`src/rtl/mips_fetch_pkg.sv`:
```
// Shared fetch-stage definitions: default fetch addresses and the next-PC source select.
package mips_fetch_pkg;

  localparam logic [31:0] RESET_PC_DEF   = 32'h4000_0000;
  localparam logic [31:0] ISR_VECTOR_DEF = 32'hC000_0180;

  // SEL_HOLD covers both a decode stall and the post-reset refetch
  typedef enum logic [1:0] {
    SEL_IRQ,
    SEL_HOLD,
    SEL_REDIR,
    SEL_SEQ
  } pc_sel_e;

endpackage

```
`src/rtl/fetch_pc_gen_if.sv`:
```
// Fetch-stage bundle: decode/CP0 controls in, ROM address and fetched-instruction tags out.
interface fetch_pc_gen_if;

  logic        stall;
  logic        redirect_valid;
  logic [31:0] redirect_pc;
  logic        irq_take;
  logic [29:0] imem_addr;
  logic [31:0] if_pc;
  logic        if_valid;
  logic        if_ds;
  logic [31:0] epc;
  logic [31:0] fetch_count;

  modport master (
    input  stall, redirect_valid, redirect_pc, irq_take,
    output imem_addr, if_pc, if_valid, if_ds, epc, fetch_count
  );

  modport slave (
    output stall, redirect_valid, redirect_pc, irq_take,
    input  imem_addr, if_pc, if_valid, if_ds, epc, fetch_count
  );

endinterface

```
`src/rtl/fetch_pc_gen_next_pc_mux.sv`:
```
// Combinational next-PC priority select: interrupt, hold, redirect, then sequential +4.
module next_pc_mux
  import mips_fetch_pkg::*;
#(
  parameter logic [31:0] ISR_VECTOR = ISR_VECTOR_DEF
) (
  input  logic        irq_take,
  input  logic        stall,
  input  logic        if_valid,
  input  logic        redirect_valid,
  input  logic [31:0] redirect_pc,
  input  logic [31:0] cur_pc,
  output logic [31:0] next_pc,
  output pc_sel_e     sel
);

  always_comb begin
    sel = SEL_SEQ;
    if (irq_take)                sel = SEL_IRQ;
    else if (stall || !if_valid) sel = SEL_HOLD;
    else if (redirect_valid)     sel = SEL_REDIR;
  end

  // Sequential increment wraps naturally at 2^32
  always_comb begin
    next_pc = cur_pc + 32'd4;
    case (sel)
      SEL_IRQ:   next_pc = ISR_VECTOR;
      SEL_HOLD:  next_pc = cur_pc;
      SEL_REDIR: next_pc = redirect_pc & ~32'h3;
      default:   next_pc = cur_pc + 32'd4;
    endcase
  end

endmodule

```
`src/rtl/fetch_pc_gen.sv`:
```
// PC register and fetch stage: drives the registered-address ROM with next_pc, tags the
// fetched instruction with its PC and delay-slot status, computes EPC and counts fetches.
module fetch_pc_gen
  import mips_fetch_pkg::*;
#(
  parameter logic [31:0] RESET_PC   = RESET_PC_DEF,
  parameter logic [31:0] ISR_VECTOR = ISR_VECTOR_DEF
) (
  input  logic            clk,
  input  logic            rst,
  fetch_pc_gen_if.master  bus
);

  logic [31:0] pc_q;
  logic        valid_q;
  logic        ds_q;
  logic [31:0] count_q;
  logic [31:0] next_pc;
  pc_sel_e     sel;
  logic        advance;

  next_pc_mux #(
    .ISR_VECTOR(ISR_VECTOR)
  ) u_next_pc_mux (
    .irq_take      (bus.irq_take),
    .stall         (bus.stall),
    .if_valid      (valid_q),
    .redirect_valid(bus.redirect_valid),
    .redirect_pc   (bus.redirect_pc),
    .cur_pc        (pc_q),
    .next_pc       (next_pc),
    .sel           (sel)
  );

  // A fetch is delivered exactly when the mux moves on from a valid, unkilled, unstalled PC
  assign advance = (sel == SEL_REDIR) || (sel == SEL_SEQ);

  always_ff @(posedge clk) begin
    if (rst) begin
      pc_q    <= RESET_PC;
      valid_q <= 1'b0;
      ds_q    <= 1'b0;
      count_q <= 32'd0;
    end else begin
      pc_q    <= next_pc;
      valid_q <= 1'b1;
      if (bus.irq_take)   ds_q <= 1'b0;
      else if (!bus.stall) ds_q <= bus.redirect_valid;
      if (advance)        count_q <= count_q + 32'd1;
    end
  end

  assign bus.imem_addr   = next_pc[31:2];
  assign bus.if_pc       = pc_q;
  assign bus.if_valid    = valid_q;
  assign bus.if_ds       = ds_q;
  // A killed delay slot restarts at its branch
  assign bus.epc         = ds_q ? (pc_q - 32'd4) : pc_q;
  assign bus.fetch_count = count_q;

endmodule

```
`src/flat_wrapper.sv`:
```
// flat-port wrapper written by rule: the top's interface ports become plain ports
module fetch_pc_gen_flat import mips_fetch_pkg::*;
#(
  parameter logic [31:0] RESET_PC   = RESET_PC_DEF,
  parameter logic [31:0] ISR_VECTOR = ISR_VECTOR_DEF
)
  (clk, rst, bus_stall, bus_redirect_valid, bus_redirect_pc, bus_irq_take, bus_imem_addr, bus_if_pc, bus_if_valid, bus_if_ds, bus_epc, bus_fetch_count);
  fetch_pc_gen_if bus_i ();
  input  logic clk;
  input  logic rst;
  input wire logic [$bits(bus_i.stall)-1:0] bus_stall;
  input wire logic [$bits(bus_i.redirect_valid)-1:0] bus_redirect_valid;
  input wire logic [$bits(bus_i.redirect_pc)-1:0] bus_redirect_pc;
  input wire logic [$bits(bus_i.irq_take)-1:0] bus_irq_take;
  output wire logic [$bits(bus_i.imem_addr)-1:0] bus_imem_addr;
  output wire logic [$bits(bus_i.if_pc)-1:0] bus_if_pc;
  output wire logic [$bits(bus_i.if_valid)-1:0] bus_if_valid;
  output wire logic [$bits(bus_i.if_ds)-1:0] bus_if_ds;
  output wire logic [$bits(bus_i.epc)-1:0] bus_epc;
  output wire logic [$bits(bus_i.fetch_count)-1:0] bus_fetch_count;
  assign bus_i.stall = bus_stall;
  assign bus_i.redirect_valid = bus_redirect_valid;
  assign bus_i.redirect_pc = bus_redirect_pc;
  assign bus_i.irq_take = bus_irq_take;
  assign bus_imem_addr = bus_i.imem_addr;
  assign bus_if_pc = bus_i.if_pc;
  assign bus_if_valid = bus_i.if_valid;
  assign bus_if_ds = bus_i.if_ds;
  assign bus_epc = bus_i.epc;
  assign bus_fetch_count = bus_i.fetch_count;
  fetch_pc_gen #(.RESET_PC(RESET_PC), .ISR_VECTOR(ISR_VECTOR)) u_core (.clk(clk), .rst(rst), .bus(bus_i));
endmodule
```
`config.mk`:
```
export PLATFORM = sky130hd
export DESIGN_NAME = fetch_pc_gen_flat
export DESIGN_NICKNAME = d
export VERILOG_FILES = /design/src/rtl/mips_fetch_pkg.sv /design/src/rtl/fetch_pc_gen_if.sv /design/src/rtl/fetch_pc_gen_next_pc_mux.sv /design/src/rtl/fetch_pc_gen.sv /design/src/flat_wrapper.sv
export SDC_FILE = /design/constraint.sdc
export NUM_CORES = 1
export LEC_CHECK = 0
export CORE_MARGIN = 2
export CORE_UTILIZATION = 45
export CTS_CLUSTER_DIAMETER = 150
export DETAILED_ROUTE_END_ITERATION = 16
export PLACE_DENSITY_LB_ADDON = 0.25
export SETUP_SLACK_MARGIN = 0.05
export SLEW_MARGIN = 30
export SYNTH_ARGS = -nofsm -noshare
export SYNTH_HDL_FRONTEND = slang
export SYNTH_SLANG_ARGS = --single-unit
```
`constraint.sdc`:
```
create_clock -name clk -period 6.5 [get_ports clk]
set_input_delay 0.975 -clock clk [delete_from_list [all_inputs] [get_ports clk]]
set_output_delay 0.975 -clock clk [all_outputs]
set_load 0.01 [all_outputs]
```
==> reports/results.ini, run 1 <==
[run_status]
status = finished, final reports clean

[routing]
met1_length_mm = 5.766
drc = 0
wire_per_inst_um = 16.66
drt-total-wl_mm = 14.09
drtIter0Drc = 381
vias = 4931
firstDrtPassIters = 7
route.met3.wl_mm = 1.237
drt.antenna.violating_nets = 0
wl_met2_mm = 6.763
dr.max_layer_used = met4
vias_per_cell = 5.829

[power_and_ir_drop]
irDropWorstVdd_uv = 145.7
p_per_area_nw_per_um2 = 143.3
finalPower_mw = 0.8669
leakagePower_nw = 2.079

[hold_path]
hold_class = flop to flop

[synth]
netlist_area_um2 = 4295
synthCells = 589
yosysSeqAreaShare_pct = 29.83
syn_area_per_cell_um2 = 7.293
ys.flop_type = dfxtp_1
async_flop_share_pct = 0
synth_cell_types = 46
ys_warn_count = 0
synth_enable_flop_cells = 0
synth_seq_cells = 64

[sta]
hold_viol_final = 0
worst_pin_slew_ps = 883.0
finalSetupTns_ps = 0
period_share_pct = 77.63
period_minus_slack_ps = 5046
slew-limit-headroom_pct = 40.59
rsz0062_at_grt = false
fin_skew_ps = 11.33
setup_ws_ps = 1454
setup_violations = 0
drv_slew = 0
max_freq_ghz = 0.1982

[floorplanning]
rows = 35
die-area_um2 = 10340
start_util_pct = 46.49
core_um2 = 9240
die_width_um = 101.7
ios = 165
die_h_um = 101.7

[layout]
synthToLayoutAreaGrowth_pct = 40.84
postLayoutCellArea_um2 = 6050
nets = 753
fillers = 795
instances_no_fill = 846
n_antenna_cell = 0
drive_above_1_share_pct = 3.626

[clock_tree]
cts-buffers-inserted = 9
root_buffer = clkbuf_8
insertion_delay_ps = 340
clk_path_buf_depth = 2
clock_sinks = 64
cts_max_level = 3
cts_tree = built
post_cts_buffers = 0
hold_buffers = 0
cts_resized = 0
cts.reportedPaths.clkPinSlew_ps = 70

[global_route]
grt_max_degree = 43
grt_pass1_vias = 4399
antenna_found_initial = 0
grt_usage_pct = 26.34
grt_overflow_total = 0
grt_pass1_wl_mm = 21.91

[worst_setup_path]
worstPathArrival_ps = 4070
end_kind = primary output
critPathLaunchType = input pin
required_ps = 5520
timing_worst_setup_path_type = input pin to primary output
crit_fanout = 30

[placement]
place_area_um2 = 5877
numPlacedInstances = 831
dpl.hpwl_mm = 10.07
port_buffers = 158
gp_congestion = 0.9269
dp_worst_setup_slack_ps = 1470

[run]
drv_cap = 0

worst paths after layout:
kind	from	endpoint	slack (ps)	depth (start not counted)
worst min-delay path	u_core.bus.fetch_count[29]	u_core.bus.fetch_count[29]	500	2
worst max-delay path	bus_redirect_valid	bus_imem_addr[22]	1450	7
worst max register to register	u_core.bus.if_pc[5]	u_core.bus.if_pc[24]	3620	5
worst min register to register	u_core.bus.fetch_count[29]	u_core.bus.fetch_count[29]	500	2
Yosys cell counts (all sizes together) (2+ instances only):
cell    number  share of area (%)
and4         4               0.82
nor3b        7                1.2
o21ai       13                1.5
o31a         2               0.41
xnor2       38                7.7
a21oi       34                4.0
a211oi       6                1.0
nor3        29                3.4
dfxtp       64                 30
mux2i        5                1.2
a31oi        5               0.73
nand3       22                2.6
or4          8                1.5
o22a         2               0.41
nand2       57                5.0
ha           3               0.87
nor2b        7                1.0
nor2        58                5.1
o22ai       31                4.5
nand4       20                3.1
or3         10                1.5
and3        21                3.1
buf          6               0.93
clkbuf      48                4.2
xor2        29                5.9
and2         9                1.3
a22oi        4               0.70
inv         13                1.1
nor4b        2               0.41
nor4        19                2.8
final cells by class:
class                      instances  area [um2]  area share [%]
timing repair buffer             164        1627           26.89
inverter                          14       52.55          0.8687
sequential                        64        1281           21.18
clock buffer                      12       155.1           2.565
tap                              129       161.4           2.668
clock inverter                     3       17.52          0.2896
multi-input combinational        460        2755           45.54
cells in the final DEF, fill, tap and decap left out, types with 3 or more instances in the layout:
master / Yosys / layout
clkdlybuf4s50_1: 0 / 158
dfxtp_1: 64 / 64
nor2_1: 58 / 58
nand2_1: 57 / 57
xnor2_1: 38 / 38
a21oi_1: 34 / 34
o22ai_1: 31 / 31
nor3_1: 29 / 29
xor2_1: 29 / 29
nand3_1: 22 / 22
and3_1: 21 / 21
nor4_1: 19 / 19
nand4_1: 19 / 19
o21ai_0: 13 / 13
inv_1: 13 / 13
clkbuf_8: 0 / 11
or3_1: 10 / 10
and2_1: 9 / 9
or4_1: 7 / 7
nor3b_1: 7 / 7
nor2b_1: 7 / 6
a211oi_1: 6 / 6
buf_4: 4 / 6
mux2i_1: 5 / 5
a31oi_1: 5 / 5
and4_1: 4 / 4
a22oi_1: 4 / 4
conb_1: 1 / 4
ha_1: 3 / 3
critical path: stages:
cell and delay (ps):
clkdlybuf4s50_1 390, buf_4 240, or4b_2 990, or4_1 580, nor3_1 140, a311o_1 160, clkdlybuf4s50_1 570
sequential cells by signal, summed over array words and instances (netlist names):
name and flops:
u_core.bus.fetch_count 32, u_core.bus.if_valid 1, u_core.bus.if_ds 1, u_core.bus.if_pc 30
kinds of logic after synthesis:
logic type	after synthesis	share of synthesized area [%]
AND/OR/NAND/NOR	279	33.76
AO/OA/AOI/OAI	102	14.27
buffers and inverters	68	6.350
XOR/XNOR	67	13.66
flip-flops	64	29.83
multiplexers	5	1.165
adder cells (fa/ha/maj)	3	0.8740
other	1	0.08730
per-stage QoR:
| step | util [%] | hold slack, ps |
|---|---|---|
| floorplan | - | 502.3 |
| global placement | 63.60 | 472.1 |
| detailed placement | 63.60 | 494.9 |
| CTS | 65.47 | 507.1 |
| global route | 65.47 | 546.5 |
| finish | 65.47 | 504.8 |
power by group:
group          leakage, nW  internal (mW)  switching (mW)
sequential           0.518          0.397          0.0124
clock               0.0882          0.156           0.155
combinational         1.47         0.0755          0.0705
total                 2.08          0.629           0.238
routing by layer:
layer	vias up	global-route usage (%)
met1	2314	33.49
met5	-	0
met4	0	10.29
met2	252	43.83
li1	2336	-
met3	29	5.245
No activity file was read; power rests on OpenSTA's default activity.
==> run 2: changes to the inputs <==
--- a/config.mk
+++ b/config.mk
@@ -6,7 +6,7 @@
 export NUM_CORES = 1
 export LEC_CHECK = 0
 export CORE_MARGIN = 2
-export CORE_UTILIZATION = 45
+export CORE_UTILIZATION = 40
 export CTS_CLUSTER_DIAMETER = 150
 export DETAILED_ROUTE_END_ITERATION = 16
 export PLACE_DENSITY_LB_ADDON = 0.25
==> constraint.sdc (replaced) <==
create_clock -name clk -period 4.4 [get_ports clk]
set_input_delay 0.66 -clock clk [delete_from_list [all_inputs] [get_ports clk]]
set_output_delay 0.66 -clock clk [all_outputs]
set_load 0.01 [all_outputs]
==> reports/results.ini, run 2 (same netlist as run 1, synthesis figures left out) <==
[run_status]
status = finished, final reports clean  ; unchanged

[sta]
worst_pin_slew_ps = 759.5  ; was 883.0 ps
slew-limit-headroom_pct = 48.90  ; was 40.59%
drv_slew = 0  ; unchanged
period_share_pct = 90.95
finalSetupTns_ps = 0  ; unchanged
setup_violations = 0  ; unchanged
setup_ws_ps = 398.0  ; was 1454 ps
period_minus_slack_ps = 4002
max_freq_ghz = 0.2499
fin_skew_ps = 11.28  ; was 11.33 ps
rsz0062_at_grt = false  ; unchanged
hold_viol_final = 0  ; unchanged

[placement]
port_buffers = 158  ; unchanged
gp_congestion = 0.9011  ; was 0.9269
dpl.hpwl_mm = 10.54  ; was 10.07 mm
place_area_um2 = 5923  ; was 5877 um2
dp_worst_setup_slack_ps = 560.5  ; was 1470 ps

[floorplanning]
die_h_um = 107.6  ; was 101.7 um
die-area_um2 = 11580  ; was 10,340 um2
core_um2 = 10370  ; was 9240 um2
start_util_pct = 41.42  ; was 46.49%
rows = 37  ; was 35
ios = 165  ; unchanged
die_width_um = 107.6  ; was 101.7 um

[global_route]
grt_overflow_total = 0  ; unchanged
grt_pass1_vias = 4697  ; was 4,399
antenna_found_initial = 0  ; unchanged
grt_usage_pct = 24.82  ; was 26.34%
grt_max_degree = 42  ; was 43
grt_pass1_wl_mm = 23.20  ; was 21.91 mm

[worst_setup_path]
r2r-start = u_core.bus.if_valid  ; was u_core.bus.if_pc[5]
required_ps = 3740  ; was 5520 ps
crit_fanout = 13  ; was 30
r2r-end = u_core.bus.fetch_count[27]  ; was u_core.bus.if_pc[24]
reg2reg_depth = 5  ; unchanged
timing_worst_setup_path_type = flop to primary output  ; was input pin to primary output
critPathLaunchType = flop  ; was input pin
cp.buffers_inverters = 2  ; was 3
end_kind = primary output  ; unchanged
path_delay_family = simple AND/OR/NAND/NOR gates  ; unchanged
worstPathArrival_ps = 3340  ; was 4070 ps
reg2reg_slack_ps = 1520  ; was 3620 ps
slowest_delay_ps = 530  ; was 990 ps
crit_slowest_cell = or4_1  ; was or4b_2
path_cells = ha_1, nand2_1, or4_1, buf_4, or4_1, a311o_1, clkdlybuf4s50_1  ; was clkdlybuf4s50_1, buf_4, or4b_2, or4_1, nor3_1, a311o_1, clkdlybuf4s50_1
path_common_cell = or4_1  ; was clkdlybuf4s50_1

[clock_tree]
cts_tree = built  ; unchanged
cts.reportedPaths.clkPinSlew_ps = 80  ; was 70 ps
hold_buffers = 0  ; unchanged
clk_path_buf_depth = 2  ; unchanged
cts_resized = 0  ; unchanged
root_buffer = clkbuf_8  ; unchanged
insertion_delay_ps = 340  ; about the same
cts_max_level = 3  ; unchanged
post_cts_buffers = 0  ; unchanged
cts-buffers-inserted = 9  ; unchanged
clock_sinks = 64  ; unchanged

[layout]
final_cell_mix = 158 x clkdlybuf4s50_1, 64 x dfxtp_1, 58 x nor2_1  ; unchanged
synthToLayoutAreaGrowth_pct = 43.37  ; was 40.84%
drive_above_1_share_pct = 4.155  ; was 3.626%
fin_util_pct = 59.39  ; was 65.47%
nets = 758  ; was 753
postLayoutCellArea_um2 = 6158  ; was 6050 um2
largest_reg_flops = 32  ; unchanged
final_common_cell = clkdlybuf4s50_1  ; unchanged
n_antenna_cell = 0  ; unchanged
fillers = 959  ; was 795

[routing]
drtIter0Drc = 245  ; was 381
drt-total-wl_mm = 14.64  ; was 14.09 mm
firstDrtPassIters = 5  ; was 7
drt.antenna.violating_nets = 0  ; unchanged
drc = 0  ; unchanged
vias = 4961  ; was 4,931
vias_per_cell = 5.782  ; was 5.829
wire_per_inst_um = 17.06  ; was 16.66 um

[hold_path]
hp-start = u_core.bus.fetch_count[1]  ; was u_core.bus.fetch_count[29]
holdPathEnd = u_core.bus.fetch_count[1]  ; was u_core.bus.fetch_count[29]
hold_depth = 2  ; unchanged
hold_class = flop to flop  ; unchanged

[power_and_ir_drop]
irDropWorstVdd_uv = 156.4  ; was 145.7 uV
p_per_area_nw_per_um2 = 234.6  ; was 143.3 nW/um2
leakagePower_nw = 2.130  ; was 2.079 nW

[run]
drv_cap = 0  ; unchanged

run 2: cell types whose count changed in the layout (fill, tap and decap cells not counted), sizes merged:
| cell | before | now |
|---|---|---|
| buf | 6 | 11 |
| bufinv | 0 | 3 |
| clkinvlp | 1 | 0 |
| clkinv | 3 | 1 |
run 2: worst min-delay path: cells and delay by family, from the launching register on:
kind	cells	cell delay, ps
compound gates	1	50
flops	1	340
simple gates	1	60
run 2: stage by stage:
stage          total power [mW]  hold slack, ps  cells
4_1_cts                   1.447           499.2    858
3_3_place_gp             0.8301           475.1    843
6_report                  1.445           496.5    858
2_1_floorplan            0.7198           502.3    592
3_5_place_dp             0.8336           488.1    843
5_1_grt                   1.492           526.4    858
run 2: worst max-delay path by stage:
stage	start	endpoint	slack [ps]	cells past startpoint
after floorplan	u_core.bus.if_pc[7]	bus_imem_addr[22]	1480	5
after global placement	bus_redirect_valid	bus_imem_addr[17]	560	6
after detailed placement	bus_redirect_valid	bus_imem_addr[22]	560	6
after CTS	u_core.bus.if_pc[2]	bus_imem_addr[22]	410	7
after global routing	u_core.bus.if_pc[5]	bus_imem_addr[22]	230	7
final	u_core.bus.if_pc[2]	bus_imem_addr[22]	400	7
run 2: area by class of cell:
| class | instances | area [um2] | area share [%] |
|---|---|---|---|
| multi-input combinational | 460 | 2755 | 44.74 |
| timing repair buffer | 169 | 1664 | 27.02 |
| sequential | 64 | 1281 | 20.80 |
| tap | 136 | 170.2 | 2.763 |
| clock buffer | 12 | 145.1 | 2.357 |
| clock inverter | 3 | 90.09 | 1.463 |
| inverter | 14 | 52.55 | 0.8533 |
run 2: per-layer routing:
metal	global-route usage, %	vias to the layer above	wire length [um]
met5	0	-	0
met4	10.16	0	366
met3	5.751	28	1289
met2	42.14	218	7121
met1	30.06	2373	5861
li1	-	2342	-
run 2: power by group:
part / total (mW) / internal (mW) / leakage, nW / switching, mW
registers: 0.606 / 0.587 / 0.518 / 0.0187
logic: 0.217 / 0.112 / 1.50 / 0.104
clock network: 0.622 / 0.390 / 0.117 / 0.233
total: 1.44 / 1.09 / 2.13 / 0.356
==> run 3: changes to the inputs <==
--- a/config.mk
+++ b/config.mk
@@ -6,7 +6,7 @@
 export NUM_CORES = 1
 export LEC_CHECK = 0
 export CORE_MARGIN = 2
-export CORE_UTILIZATION = 40
+export CORE_UTILIZATION = 45
 export CTS_CLUSTER_DIAMETER = 150
 export DETAILED_ROUTE_END_ITERATION = 16
 export PLACE_DENSITY_LB_ADDON = 0.25
==> constraint.sdc (replaced) <==
create_clock -name clk -period 3.8 [get_ports clk]
set_input_delay 0.57 -clock clk [delete_from_list [all_inputs] [get_ports clk]]
set_output_delay 0.57 -clock clk [all_outputs]
set_load 0.01 [all_outputs]
==> reports/results.ini, run 3 (same netlist as run 1, synthesis figures left out) <==
[routing]
drt.antenna.violating_nets = 0  ; unchanged
drt-total-wl_mm = 14.39  ; was 14.64 mm
drtIter0Drc = 449  ; was 245
vias_per_cell = 5.802  ; was 5.782
firstDrtPassIters = 5  ; unchanged
drc = 0  ; unchanged
vias = 5013  ; was 4,961
wire_per_inst_um = 16.66  ; was 17.06 um

[global_route]
grt_overflow_total = 0  ; unchanged
grt_pass1_vias = 4600  ; was 4,697
antenna_found_initial = 0  ; unchanged
grt_pass1_wl_mm = 22.44  ; was 23.20 mm
grt_usage_pct = 27.00  ; was 24.82%
grt_max_degree = 42  ; unchanged

[clock_tree]
clk_path_buf_depth = 2  ; unchanged
insertion_delay_ps = 350  ; was 340 ps
clock_sinks = 64  ; unchanged
root_buffer = clkbuf_8  ; unchanged
hold_buffers = 0  ; unchanged
cts-buffers-inserted = 9  ; unchanged
cts_max_level = 3  ; unchanged
cts.reportedPaths.clkPinSlew_ps = 80  ; about the same
cts_tree = built  ; unchanged
post_cts_buffers = 0  ; unchanged

[layout]
final_cell_mix = 156 x clkdlybuf4s50_1, 60 x dfxtp_1, 58 x nor2_1  ; was 158 x clkdlybuf4s50_1, 64 x dfxtp_1, 58 x nor2_1
largest_reg_flops = 32  ; unchanged
n_antenna_cell = 0  ; unchanged
synthToLayoutAreaGrowth_pct = 45.30  ; was 43.37%
fin_util_pct = 67.54  ; was 59.39%
nets = 770  ; was 758
fillers = 810  ; was 959
final_common_cell = clkdlybuf4s50_1  ; unchanged
drive_above_1_share_pct = 7.211  ; was 4.155%

[sta]
setup_violations = 0  ; unchanged
period_minus_slack_ps = 3672
worst_pin_slew_ps = 622.4  ; was 759.5 ps
max_freq_ghz = 0.2723
finalSetupTns_ps = 0  ; unchanged
rsz0062_at_grt = false  ; unchanged
fin_skew_ps = 8.483  ; was 11.28 ps
slew-limit-headroom_pct = 58.13  ; was 48.90%
period_share_pct = 96.64
drv_slew = 0  ; unchanged
hold_viol_final = 0  ; unchanged

[hold_path]
hold_class = flop to flop  ; unchanged

[power_and_ir_drop]
irDropWorstVdd_uv = 189.5  ; was 156.4 uV
leakagePower_nw = 2.211  ; was 2.130 nW
p_per_area_nw_per_um2 = 251.5  ; was 234.6 nW/um2

[floorplanning]
die_h_um = 101.7  ; was 107.6 um
start_util_pct = 46.49  ; was 41.42%
ios = 165  ; unchanged
die_width_um = 101.7  ; was 107.6 um
core_um2 = 9240  ; was 10,370 um2
rows = 35  ; was 37
die-area_um2 = 10340  ; was 11,580 um2

[worst_setup_path]
end_kind = primary output  ; unchanged
critPathLaunchType = flop  ; unchanged
crit_fanout = 9  ; was 13
worstPathArrival_ps = 3100  ; was 3340 ps
timing_worst_setup_path_type = flop to primary output  ; unchanged
required_ps = 3230  ; was 3740 ps

[placement]
port_buffers = 158  ; unchanged
gp_congestion = 0.9278  ; was 0.9011
dpl.hpwl_mm = 10.43  ; was 10.54 mm

[run]
drv_cap = 0  ; unchanged

[run_status]
status = finished, final reports clean  ; unchanged

-- run 3: power by group --
part           leakage (nW)  total (mW)  switching, mW  internal [mW]
sequential            0.520       0.696         0.0169          0.680
clock                0.0907       0.612          0.291          0.321
combinational          1.60       0.261          0.127          0.134
total                  2.21        1.57          0.435           1.14
-- run 3: cell type report --
type | count | area, um2 | area share [%]
Clock buffer | 10 | 137.6 | 2.205
Clock inverter | 6 | 68.82 | 1.103
Inverter | 14 | 52.55 | 0.8420
Multi-Input combinational cell | 460 | 2775 | 44.47
Sequential cell | 64 | 1286 | 20.61
Tap cell | 129 | 161.4 | 2.586
Timing Repair Buffer | 181 | 1759 | 28.19
-- run 3: worst paths after layout --
path | slack (ps) | endpoint | start | cells after the start
min | 500 | u_core.bus.fetch_count[31] | u_core.bus.fetch_count[31] | 2
min reg2reg | 500 | u_core.bus.fetch_count[31] | u_core.bus.fetch_count[31] | 2
max reg2reg | 1230 | u_core.bus.fetch_count[29] | u_core.bus.if_valid | 5
max | 130 | bus_epc[26] | u_core.bus.if_pc[7] | 6
-- run 3: worst max-delay path, stage by stage (launching register included) --
cell,delay [ps]
dfxtp_1,400
or4_1,620
nor3b_2,340
nand4_1,300
nor4_1,360
xor2_1,180
clkdlybuf4s50_1,550
-- run 3: what timing repair did --
item / CTS / global route
setup endpoints to repair: 6 / 6
resized for setup: 4 / 6
pin swaps: 0 / 0
endpoints found under the hold margin: 0 / 0
-- run 3: stage by stage --
stage	worst slack [ps]	hold slack (ps)	total power, mW	std cells	cell area, um2
after floorplan	970.9	502.3	0.8335	592	4307
after global placement	141.4	471.5	0.9646	848	6005
after detailed placement	120.3	481.2	0.9690	848	6005
after CTS	100.3	498.1	1.575	864	6222
after global routing	59.19	538.1	1.622	864	6241
final	127.6	495.9	1.570	864	6241
-- run 3: per-layer routing --
metal	part of all wire, %	track usage, %	up-vias
li1	-	-	2368
met1	40	33.21	2313
met2	48	45.75	288
met3	8.9	5.245	44
met4	2.9	11.85	0
met5	0	0	-
